### config.mk
export PLATFORM = sky130hd
export DESIGN_NAME = comb01_bist_top
export DESIGN_NICKNAME = d
export VERILOG_FILES = /design/src/rtl/comb01_pkg.sv /design/src/rtl/comb01_bist_ctrl_if.sv /design/src/rtl/comb01.sv /design/src/rtl/comb01_bist_top.sv /design/src/rtl/comb01_bist_ctrl.sv
export SDC_FILE = /design/constraint.sdc
export NUM_CORES = 1
export LEC_CHECK = 0
export ABC_AREA = 1
export CAP_MARGIN = 15
export CORE_MARGIN = 4
export CORE_UTILIZATION = 53
export DETAILED_ROUTE_END_ITERATION = 16
export GPL_TIMING_DRIVEN = 0
export PLACE_DENSITY = 0.79
export RECOVER_POWER = 100
export SLEW_MARGIN = 20
export SYNTH_ARGS = -nofsm -noshare
export SYNTH_HDL_FRONTEND = slang
export SYNTH_SLANG_ARGS = --single-unit
### constraint.sdc
create_clock -name clk -period 1.85 [get_ports clk]
set_input_delay 0.37 -clock clk [delete_from_list [all_inputs] [get_ports clk]]
set_output_delay 0.37 -clock clk [all_outputs]
set_load 0.02 [all_outputs]
### src/rtl/comb01_pkg.sv
// Shared definitions for the comb01 BIST controller.
// State encoding, stimulus table and golden truth table.
package comb01_pkg;

    typedef enum logic [1:0] {
        ST_IDLE,
        ST_APPLY,
        ST_SAMPLE,
        ST_DONE
    } state_e;

    // Packed so that entry i sits at TST_VEC[i]; default vector i = i.
    localparam logic [7:0][2:0] TST_VEC = {
        3'd7, 3'd6, 3'd5, 3'd4,
        3'd3, 3'd2, 3'd1, 3'd0
    };

    // Bit k is the expected F for X = k.
    localparam logic [7:0] EXP_F = 8'b1001_0110;

    localparam logic [3:0] ERR_MAX = 4'd8;

    function automatic logic [2:0] tst_vec(input logic [2:0] i);
        return TST_VEC[i];
    endfunction

    function automatic logic exp_f(input logic [2:0] x);
        return EXP_F[x];
    endfunction

endpackage

### src/rtl/comb01_bist_ctrl_if.sv
// Bus between a comb01 BIST controller and its harness.
// master: drives start/abort/F; slave: the controller.
interface comb01_bist_ctrl_if;

    logic       start;
    logic       abort;
    logic       F;
    logic [2:0] X;
    logic       busy;
    logic       done;
    logic       pass;
    logic [3:0] err_count;
    logic [7:0] fail_map;

    modport master (
        output start, abort, F,
        input  X, busy, done, pass, err_count, fail_map
    );

    modport slave (
        input  start, abort, F,
        output X, busy, done, pass, err_count, fail_map
    );

endinterface

### src/rtl/comb01.sv
// comb01 combinational block under test.
// x_i: 3-bit input; f_o: odd parity of x_i.
module comb01 (
    input  logic [2:0] x_i,
    output logic       f_o
);

    assign f_o = ^x_i;

endmodule

### src/rtl/comb01_bist_top.sv
// Wrapper joining the BIST controller to a comb01 instance.
// start_i/abort_i in; x_o, busy_o, done_o, pass_o, counts out.
module comb01_bist_top (
    input  logic       clk,
    input  logic       rst,
    input  logic       start_i,
    input  logic       abort_i,
    output logic [2:0] x_o,
    output logic       busy_o,
    output logic       done_o,
    output logic       pass_o,
    output logic [3:0] err_count_o,
    output logic [7:0] fail_map_o
);

    comb01_bist_ctrl_if bus ();

    assign bus.start = start_i;
    assign bus.abort = abort_i;

    comb01 u_comb01 (
        .x_i (bus.X),
        .f_o (bus.F)
    );

    comb01_bist_ctrl u_ctrl (
        .clk (clk),
        .rst (rst),
        .bus (bus)
    );

    assign x_o         = bus.X;
    assign busy_o      = bus.busy;
    assign done_o      = bus.done;
    assign pass_o      = bus.pass;
    assign err_count_o = bus.err_count;
    assign fail_map_o  = bus.fail_map;

endmodule

### src/rtl/comb01_bist_ctrl.sv
// BIST controller: steps X through the vector table, checks F.
// clk/rst (sync, active-high); bus: comb01_bist_ctrl_if.slave.
module comb01_bist_ctrl #(
    parameter int N_VEC  = 8,
    parameter int SETTLE = 1
) (
    input logic               clk,
    input logic               rst,
    comb01_bist_ctrl_if.slave bus
);
    import comb01_pkg::*;

    localparam logic [2:0] LAST     = 3'(N_VEC - 1);
    localparam logic [3:0] SET_LAST = 4'(SETTLE - 1);

    state_e     state_q, state_d;
    logic [2:0] idx_q, idx_d;
    logic [3:0] settle_q, settle_d;
    logic [2:0] x_q, x_d;
    logic       busy_q, busy_d;
    logic       done_q, done_d;
    logic       pass_q, pass_d;
    logic [3:0] err_q, err_d;
    logic [7:0] fmap_q, fmap_d;
    logic       miss;

    assign miss = bus.F != exp_f(tst_vec(idx_q));

    always_comb begin
        state_d  = state_q;
        idx_d    = idx_q;
        settle_d = settle_q;
        err_d    = err_q;
        fmap_d   = fmap_q;
        pass_d   = pass_q;
        unique case (state_q)
            ST_IDLE: begin
                if (bus.start) begin
                    state_d  = ST_APPLY;
                    idx_d    = 3'd0;
                    settle_d = 4'd0;
                    err_d    = 4'd0;
                    fmap_d   = 8'd0;
                    pass_d   = 1'b0;
                end
            end
            ST_APPLY: begin
                if (bus.abort) begin
                    state_d  = ST_IDLE;
                    settle_d = 4'd0;
                    pass_d   = 1'b0;
                end else if (settle_q == SET_LAST) begin
                    state_d  = ST_SAMPLE;
                    settle_d = 4'd0;
                end else begin
                    settle_d = settle_q + 4'd1;
                end
            end
            ST_SAMPLE: begin
                // An abort discards this cycle's compare.
                if (bus.abort) begin
                    state_d = ST_IDLE;
                    pass_d  = 1'b0;
                end else begin
                    if (miss) begin
                        if (err_q != ERR_MAX) begin
                            err_d = err_q + 4'd1;
                        end
                        fmap_d[idx_q] = 1'b1;
                    end
                    if (idx_q == LAST) begin
                        state_d = ST_DONE;
                        pass_d  = (err_d == 4'd0);
                    end else begin
                        idx_d   = idx_q + 3'd1;
                        state_d = ST_APPLY;
                    end
                end
            end
            ST_DONE: begin
                state_d = ST_IDLE;
            end
        endcase
    end

    // Outputs are decoded from the next state so they come out of flops.
    always_comb begin
        busy_d = (state_d == ST_APPLY) || (state_d == ST_SAMPLE);
        done_d = (state_d == ST_DONE);
        x_d    = busy_d ? tst_vec(idx_d) : 3'd0;
    end

    always_ff @(posedge clk) begin
        if (rst) begin
            state_q  <= ST_IDLE;
            idx_q    <= 3'd0;
            settle_q <= 4'd0;
            x_q      <= 3'd0;
            busy_q   <= 1'b0;
            done_q   <= 1'b0;
            pass_q   <= 1'b0;
            err_q    <= 4'd0;
            fmap_q   <= 8'd0;
        end else begin
            state_q  <= state_d;
            idx_q    <= idx_d;
            settle_q <= settle_d;
            x_q      <= x_d;
            busy_q   <= busy_d;
            done_q   <= done_d;
            pass_q   <= pass_d;
            err_q    <= err_d;
            fmap_q   <= fmap_d;
        end
    end

    assign bus.X         = x_q;
    assign bus.busy      = busy_q;
    assign bus.done      = done_q;
    assign bus.pass      = pass_q;
    assign bus.err_count = err_q;
    assign bus.fail_map  = fmap_q;

endmodule

Word level (Yosys, flattened, before mapping)
Memory sizes are Yosys's and may differ from the RTL's. A register that Yosys moved wholly into a read port is not among the register bits.
Cells that the tools add are included.
{ "op_classes": {"n_bitwise": 2, "reduce_logical": 14, "mux": 34, "eq_ne": 14, "addsub": 3, "magnitude_cmp": 3} }
{ "ops": {"columns": ["cell", "n"], "rows": [
  ["$mux 4", 8],
  ["$mux 8", 3],
  ["$pmux 4 s2", 2],
  ["$pmux 8 s2", 1],
  ["$mux 3", 5],
  ["$mux 2", 5],
  ["$add 4x1->4 const B", 2],
  ["$eq 2x2->1 const B", 4],
  ["$logic_not 4->1", 2],
  ["$lt 3x4->1 const B", 2],
  ["$or 8x8->8", 1],
  ["$pmux 2 s4", 1],
  ["$reduce_and 4->1", 2],
  ["$mux 1", 6],
  ["$ne 2x2->1 const B", 3],
  ["$pmux 3 s2", 1],
  ["$eq 2x1->1 const B", 2],
  ["$ne 4x4->1 const B", 1],
  ["$reduce_bool 2->1", 2],
  ["$add 3x1->3 const B", 1],
  ["$demux 1 s3", 1],
  ["$eq 3x3->1 const B", 1],
  ["$ge 3x1->1 const B", 1],
  ["$ne 3x2->1 const B", 1],
  ["other kinds (12)", 12]
]} }
{ "word_totals": {"register_bits": 24, "rom_bits": 56, "n_memories": 3, "word_cells": 81, "output_inout_bits": 18} }
{ "memory_table": {"columns": ["name", "depth", "width", "rd", "rd_ports_with_merged_regs", "write_ports", "line", "source"], "rows": [
  ["(no name shown)", 8, 3, 1, 1, 0, "comb01_pkg.sv:24", "return TST_VEC[i];"],
  ["(no name shown)", 8, 3, 1, 1, 0, "comb01_pkg.sv:24", null],
  ["(no name shown)", 8, 1, 1, 0, 0, "comb01_pkg.sv:28", "return EXP_F[x];"]
]} }

Longest topological paths before layout
Gate-level depths: netlist of the first run.
{ "logic_depth": {"ltp_word": 12, "depth_mapped": 12} }

Cells and area by module
Synthesis of the first run repeated with hierarchy kept, for this count alone.
{ "hier_totals": {"hier_cells": 197, "area_unflattened_um2": 1395.1} }
{ "by_module_without_submodules": {"columns": ["mod", "n_inst", "area_each_um2", "seq_area_each_um2", "cells_each"], "rows": [
  ["comb01_bist_ctrl", 1, 1360.1, 540.5, 188],
  ["comb01", 1, 35.0, 0.0, 9]
]} }

Least setup slack after synthesis of the first run
No wires, ideal clock.
{ "synth_timing": {"kind": "register to register", "start": "register u_ctrl.idx_q[0]", "end": "register u_ctrl.fmap_q[0], in the netlist u_ctrl.bus.fail_map[0]", "arrival_time_ns": 1.440, "setup_ns": 0.133, "path_stages_with_launch": 10, "path_slack_ns": 0.277, "t_required_ns": 1.717, "path_cell_list": "dfxtp_1 > ha_1 > xnor2_1 > nand3_2 > nand2_2 > nand2_1 > o21ai_2 > inv_4 > nand2_1 > a21oi_1"} }
{ "synth_between": {"elab_chain_cells": 8, "word_cells_on_any_way": 9, "cone_classes": "order compare (2); mux (5); bitwise (1); reduce/logical (1)"} }
{ "synth_rtl": {"columns": ["item", "line", "source"], "rows": [
  ["start: declaration", "comb01_bist_ctrl.sv:17", "logic [2:0] idx_q, idx_d;"],
  ["start signal: assignment", "comb01_bist_ctrl.sv:106", "idx_q <= idx_d;"],
  ["$lt 3x4->1 (not written as such) or $ge 3x1->1 (tied branches)", "comb01_bist_ctrl.sv:69", "fmap_d[idx_q] = 1'b1;"],
  ["$logic_and 1x1->1 (not written as such)", "comb01_bist_ctrl.sv:69", null],
  ["$mux 1 (not written as such)", "comb01_bist_ctrl.sv:69", null],
  ["$demux 1 s3 *", null, null],
  ["$or 8x8->8 (no line) *", null, null],
  ["$mux 8 *", "comb01_bist_ctrl.sv:65", "if (miss) begin"],
  ["$mux 8 *", "comb01_bist_ctrl.sv:61", "if (bus.abort) begin"],
  ["$pmux 8 s2 *", "comb01_bist_ctrl.sv:36", "unique case (state_q)"],
  ["end signal: assignment", "comb01_bist_ctrl.sv:113", "fmap_q <= fmap_d;"],
  ["end: declaration", "comb01_bist_ctrl.sv:24", "logic [7:0] fmap_q, fmap_d;"]
]} }
Mark *: on every way between the ends. The rest lies on a longest branch, timed or not. The select of a mux whose other input is x is not followed.
A chain may end at the register's enable or synchronous reset.

Final worst setup path of the first run
{ "layout_timing": {"start": "register u_ctrl.err_q[2], in the netlist u_ctrl.bus.err_count[2]", "end": "output err_count_o[2]"} }
{ "layout_lines": {"columns": ["item", "line", "source"], "rows": [
  ["start: declaration", "comb01_bist_ctrl.sv:23", "logic [3:0] err_q, err_d;"],
  ["start signal: assignment", "comb01_bist_ctrl.sv:112", "err_q <= err_d;"],
  ["end: declaration", "comb01_bist_top.sv:12", "output logic [3:0] err_count_o,"]
]} }
No word-level cell between the ends.

==> impl_metrics.ini, run 1 <==
[status]
status = finished clean

[setup_path]
slowest_stage = sky130_fd_sc_hd__clkdlybuf4s50_1
cp_num_buf_inv = 1
path_cells = clkdlybuf4s50_1
critPathCaptureType = output pin
critPathTopFamily = buffers and inverters
worstPathMaxFanout = 6
critPathLaunchType = flop
cp_slowest_stage_delay_ps = 640
crit_required_ps = 1480
path_class = flop to output pin
worst_ep_arrival_time_ps = 1420

[die]
design.portCount = 22
die_w_um = 59.9
rows = 18
effective_utilization_at_floorplan_pct = 56.5
die_h_um = 59.9
fp.coreArea_um2 = 2520
die_area_um2 = 3590

[finish]
area_of_combinational_cells_with_multiple_inputs_um2 = 744
fin_cells = 256
areaGrowthSynthToFinish_pct = 19.0
final_cell_area_um2 = 1700
drive_above_1_share_pct = 11.9
fillers = 234
mostFrequentLayoutCells = sky130_fd_sc_hd__nand2_1, sky130_fd_sc_hd__inv_1, sky130_fd_sc_hd__dfxtp_1
mostFrequentLayoutCell = sky130_fd_sc_hd__nand2_1
layout_nets = 237
antenna-diode-count = 0
final-seq-area_um2 = 543

[logic_synthesis]
syn_nets = 211
largest_family_of_logic_cells_by_synthesized_area = simple AND/OR/NAND/NOR gates
yosys_warnings = 0
syn-mean-instance-area_um2 = 7.10
synth_top_cell_by_area = sky130_fd_sc_hd__dfxtp_1
synth_cells = 201
seq_area_frac_synth_pct = 37.9
post_synth_fa_ha_maj_area_fraction_pct = 5.26
synth_compound_gate_area_share_pct = 11.5
yosys-top-cells-area = sky130_fd_sc_hd__dfxtp_1, sky130_fd_sc_hd__nand2_1, sky130_fd_sc_hd__inv_1
synth_xor_xnor_area_share_pct = 4.21
yosys.area_share.simple_pct = 31.4
muxShareOfSynthArea_pct = 0
synth_top_area_share_pct = 37.9
ys_ff_latch = 27
synthesis.area_um2 = 1430
post_synth_num_cell_types = 28

[timing]
report.final.setup_viol = 0
post-route-worst-setup-slack_ps = 61.3
rsz0062_at_grt = false
hold_viol_final = 0
fin_tns_setup_ps = 0
finalCriticalPeriod_ps = 1790
period_share_pct = 96.7
achievable-frequency_mhz = 559
drv_slew = 0
timing.slew.headroom_pct = 69.8
tightest_slew_ps = 453
worst_clk_skew_ps = 11.3

[power]
net-switching-power_uw = 286
pwr-share-seq_pct = 59.6
max-vdd-ir-drop_uv = 619
internal-power_uw = 725
netSwitchingFraction_pct = 28.3
clkPwrFrac_pct = 26.0
total_leakage_power_uw = 0.000695
comb_power_share_pct = 14.3
power.density_nw_per_um2 = 595

[route]
routed_wl_mm = 2.68
first_iter_violations = 33
detailedRoute.firstPassIterationCount = 4
ant_nets = 0
avgRoutedWirePerCell_um = 10.4
via_per_inst = 4.91
detail_route.drc_violations = 0
route.vias.total = 1257

[global_route]
total_congestion_overflow_after_global_routing = 0
grt_first_pass_wirelength_mm = 4.86
maximum_number_of_pins_on_one_net_before_global_route_repair = 17
antenna_found_initial = 0
vias_in_the_first_global_route = 1191
gr-usage-all-layers_pct = 17.1

[clock_tree]
hold_buf_cts = 0
cts.path.max_buffers = 2
htreeDepth = 1
setup_bufs_post_cts = 0
root_buffer_master = sky130_fd_sc_hd__clkbuf_4
cts.sink_count = 27
worst_skew_pair.late_latency_ps = 330
clk_pin_slew_worst_paths_ps = 150
cts_made_buffers = 3
tritoncts = done

[placed_design]
portBuffers = 21
postPlaceCellArea_um2 = 1670
dp_hpwl_mm = 2.13
placedCellCount = 252
post-place-ws_ps = -186
gp_congestion = 0.802

[worst_hold_path]
timing.hold.worst.class = flop to flop

[flow_run]
cap_violations = 0
## cells in the mapped netlist (all sizes together)
library cell  count
nand4             1
buf               1
a31oi             1
nor2             24
xor2              4
nor3              6
xnor2             2
ha                6
o21ai             6
clkbuf            1
and2              1
a22oi             1
clkinv            1
dfxtp            27
nand2            56
nand3            10
nand3b            1
inv              31
a21oi            21
## kinds of logic (layout without fill, tap and decap cells)
group / Yosys count / in the layout
XOR/XNOR: 6 / 6
flip-flops: 27 / 27
AO/OA/AOI/OAI: 29 / 29
adder cells (fa/ha/maj): 6 / 6
buffers and inverters: 34 / 59
AND/OR/NAND/NOR: 99 / 99
## area by class of cell
| class | count | area share, % |
|---|---|---|
| inverters | 32 | 7.30 |
| plain buffers | 2 | 0.884 |
| well taps | 30 | 2.21 |
| multi-input cells | 140 | 43.8 |
| clock inverters | 1 | 0.442 |
| clock buffers | 3 | 1.33 |
| repair buffers | 21 | 12.0 |
| flip-flops and latches | 27 | 32.0 |
## flip-flops by register name (all words and copies together) (netlist names)
name and count:
u_ctrl.bus.busy 1, u_ctrl.bus.done 1, u_ctrl.bus.fail_map 8, u_ctrl.bus.pass 1
u_ctrl.settle_q 4, u_ctrl.bus.err_count 4, u_ctrl.idx_q 3, u_ctrl.state_q 2
u_ctrl.bus.X 3
## path summary, 6_finish.rpt
check / to / slack [ps] / start / cells past startpoint
setup / recovery: err_count_o[2] / 60 / u_ctrl.bus.err_count[2] / 1
hold / removal: u_ctrl.bus.fail_map[4] / 460 / u_ctrl.bus.fail_map[4] / 2
setup reg to reg: u_ctrl.bus.fail_map[0] / 140 / u_ctrl.idx_q[0] / 9
hold reg to reg: u_ctrl.bus.fail_map[4] / 460 / u_ctrl.bus.fail_map[4] / 2
## power by group through the flow
| stage | Combinational, uW | Clock [uW] | Sequential, uW |
|---|---|---|---|
| 2_1_floorplan | 96.8 | 0 | 622 |
| 3_3_place_gp | 146 | 0 | 615 |
| 3_5_place_dp | 150 | 0 | 616 |
| 4_1_cts | 150 | 274 | 603 |
| 5_1_grt | 164 | 290 | 604 |
| 6_report | 145 | 263 | 603 |
## repair_timing
item                                    in CTS  in global routing
endpoints found under the setup margin       1                 15
hold endpoints to repair                     0                  0
gates resized for setup                      1                  4
pin swaps                                    0                  0
## worst register-to-register path, cell delays in order (launching register included)
cell and delay, ps:
sky130_fd_sc_hd__dfxtp_2 390, sky130_fd_sc_hd__ha_1 370, sky130_fd_sc_hd__xor2_1 250, sky130_fd_sc_hd__nand2_1 120, sky130_fd_sc_hd__nand2_2 110, sky130_fd_sc_hd__nand2_1 70
sky130_fd_sc_hd__o21ai_2 80, sky130_fd_sc_hd__inv_4 80, sky130_fd_sc_hd__nand2_1 60, sky130_fd_sc_hd__a21oi_1 60
## stage by stage
step	hold slack [ps]	total power [uW]	util, %
2_1_floorplan	438	719	-
3_3_place_gp	438	761	66.4
3_5_place_dp	443	765	66.4
4_1_cts	466	1030	67.6
5_1_grt	484	1060	67.3
6_report	463	1010	67.3
## routing by layer
metal / global-route usage (%) / part of all wire [%]
met3: 2.16 / 3.2
met4: 3.80 / 0.71
met5: 0 / 0
met2: 30.6 / 48
met1: 21.6 / 48
Note: power is estimated with default switching activity, not from simulation.
==> run 2: changes to the inputs <==
CORE_UTILIZATION = 50   (was 53)
PLACE_DENSITY = 0.75   (was 0.79)
==> impl_metrics.ini, run 2 (same netlist as run 1, synthesis figures left out) <==
[status]
status = finished clean

[setup_path]
slowest_stage = sky130_fd_sc_hd__clkdlybuf4s50_1
critPathLaunchType = flop
cp_num_buf_inv = 1
path_class = flop to output pin
critPathCaptureType = output pin
cp_slowest_stage_delay_ps = 640
path_cells = clkdlybuf4s50_1
critPathTopFamily = buffers and inverters
crit_required_ps = 1480
worst_ep_arrival_time_ps = 1410
worstPathMaxFanout = 5

[global_route]
vias_in_the_first_global_route = 1159
grt_first_pass_wirelength_mm = 4.84
gr-usage-all-layers_pct = 16.8
antenna_found_initial = 0
total_congestion_overflow_after_global_routing = 0
maximum_number_of_pins_on_one_net_before_global_route_repair = 17

[timing]
worst_clk_skew_ps = 10.1
tightest_slew_ps = 453
report.final.setup_viol = 0
finalCriticalPeriod_ps = 1780
timing.slew.headroom_pct = 69.8
hold_viol_final = 0
period_share_pct = 96.1
achievable-frequency_mhz = 562
drv_slew = 0

[clock_tree]
cts.sink_count = 27
worst_skew_pair.late_latency_ps = 330
htreeDepth = 1
root_buffer_master = sky130_fd_sc_hd__clkbuf_4
tritoncts = done
cts_made_buffers = 3
cts.path.max_buffers = 2
clk_pin_slew_worst_paths_ps = 160
hold_buf_cts = 0
setup_bufs_post_cts = 0
postCtsResizedCells = 0

[die]
die_h_um = 61.4
effective_utilization_at_floorplan_pct = 52.2
design.portCount = 22
rows = 19
die_area_um2 = 3770
die_w_um = 61.4
fp.coreArea_um2 = 2730

[route]
first_iter_violations = 52
detailedRoute.firstPassIterationCount = 4
avgRoutedWirePerCell_um = 11.1
routed_wl_mm = 2.84
via_per_inst = 5.00
route.vias.total = 1286
detail_route.drc_violations = 0
ant_nets = 0

[placed_design]
gp_congestion = 0.808
portBuffers = 21
dp_hpwl_mm = 2.27

[worst_hold_path]
timing.hold.worst.class = flop to flop

[finish]
mostFrequentLayoutCell = sky130_fd_sc_hd__nand2_1
drive_above_1_share_pct = 12.8
postLayoutCoreUtil_pct = 62.1
antenna-diode-count = 0
layout_nets = 237
mostFrequentLayoutCells = sky130_fd_sc_hd__nand2_1, sky130_fd_sc_hd__inv_1, sky130_fd_sc_hd__dfxtp_1
areaGrowthSynthToFinish_pct = 18.9
number_of_flip_flops_under_the_largest_register_name = 8

[power]
post-layout-total-power_uw = 1020
netSwitchingFraction_pct = 28.5
internal-power_uw = 726
max-vdd-ir-drop_uv = 529
pwr-share-seq_pct = 59.4
comb_power_share_pct = 14.4
power.density_nw_per_um2 = 598
clkPwrFrac_pct = 26.2
net-switching-power_uw = 289
total_leakage_power_uw = 0.000690

[flow_run]
cap_violations = 0
==> run 2: path summary, 6_finish.rpt <==
path / startpoint / endpoint / slack (ps) / depth (start not counted)
setup reg to reg: u_ctrl.idx_q[0] / u_ctrl.bus.fail_map[4] / 120 / 9
setup / recovery: u_ctrl.bus.err_count[3] / err_count_o[3] / 70 / 1
hold reg to reg: u_ctrl.bus.fail_map[2] / u_ctrl.bus.fail_map[2] / 450 / 2
hold / removal: u_ctrl.bus.fail_map[2] / u_ctrl.bus.fail_map[2] / 450 / 2
==> run 2: power by group through the flow <==
stage	sequential [uW]	combinational (uW)	clock (uW)
after floorplan	622	96.8	0
after global placement	615	145	0
after detailed placement	616	149	0
after CTS	603	150	275
after global routing	605	167	296
final	603	146	266
==> run 2: cell type report <==
cell class | count | area [um2]
buffer | 2 | 15.0
clock buffer | 3 | 22.5
clock inverter | 1 | 7.51
fill | 274 | 1040
inverter | 32 | 124
multi-input combinational | 140 | 748
sequential | 27 | 543
tap | 31 | 38.8
timing repair buffer | 21 | 198
==> run 2: per-layer routing <==
layer / global-route usage (%) / vias to the layer above / share of wire, %
met5: 0 / - / 0
met2: 28.4 / 21 / 48
met1: 22.1 / 581 / 46
met4: 6.36 / 0 / 1.5
li1: - / 678 / -
met3: 1.89 / 6 / 3.6
==> run 2: worst min-delay path, stage by stage, from the launching register on <==
cell and delay, ps:
sky130_fd_sc_hd__dfxtp_1 340, sky130_fd_sc_hd__inv_1 40, sky130_fd_sc_hd__a21oi_1 50
==> run 2: stage by stage <==
step | setup TNS (ps) | hold slack (ps) | area (um2) | cells | setup WS (ps)
2_1_floorplan | 0 | 438 | 1430 | 201 | 277
6_report | 0 | 454 | 1700 | 257 | 72.1
5_1_grt | -0.788 | 476 | 1700 | 257 | -0.788
3_5_place_dp | -698 | 439 | 1680 | 253 | -192
4_1_cts | 0 | 460 | 1710 | 257 | 3.54
3_3_place_gp | -702 | 437 | 1680 | 253 | -187
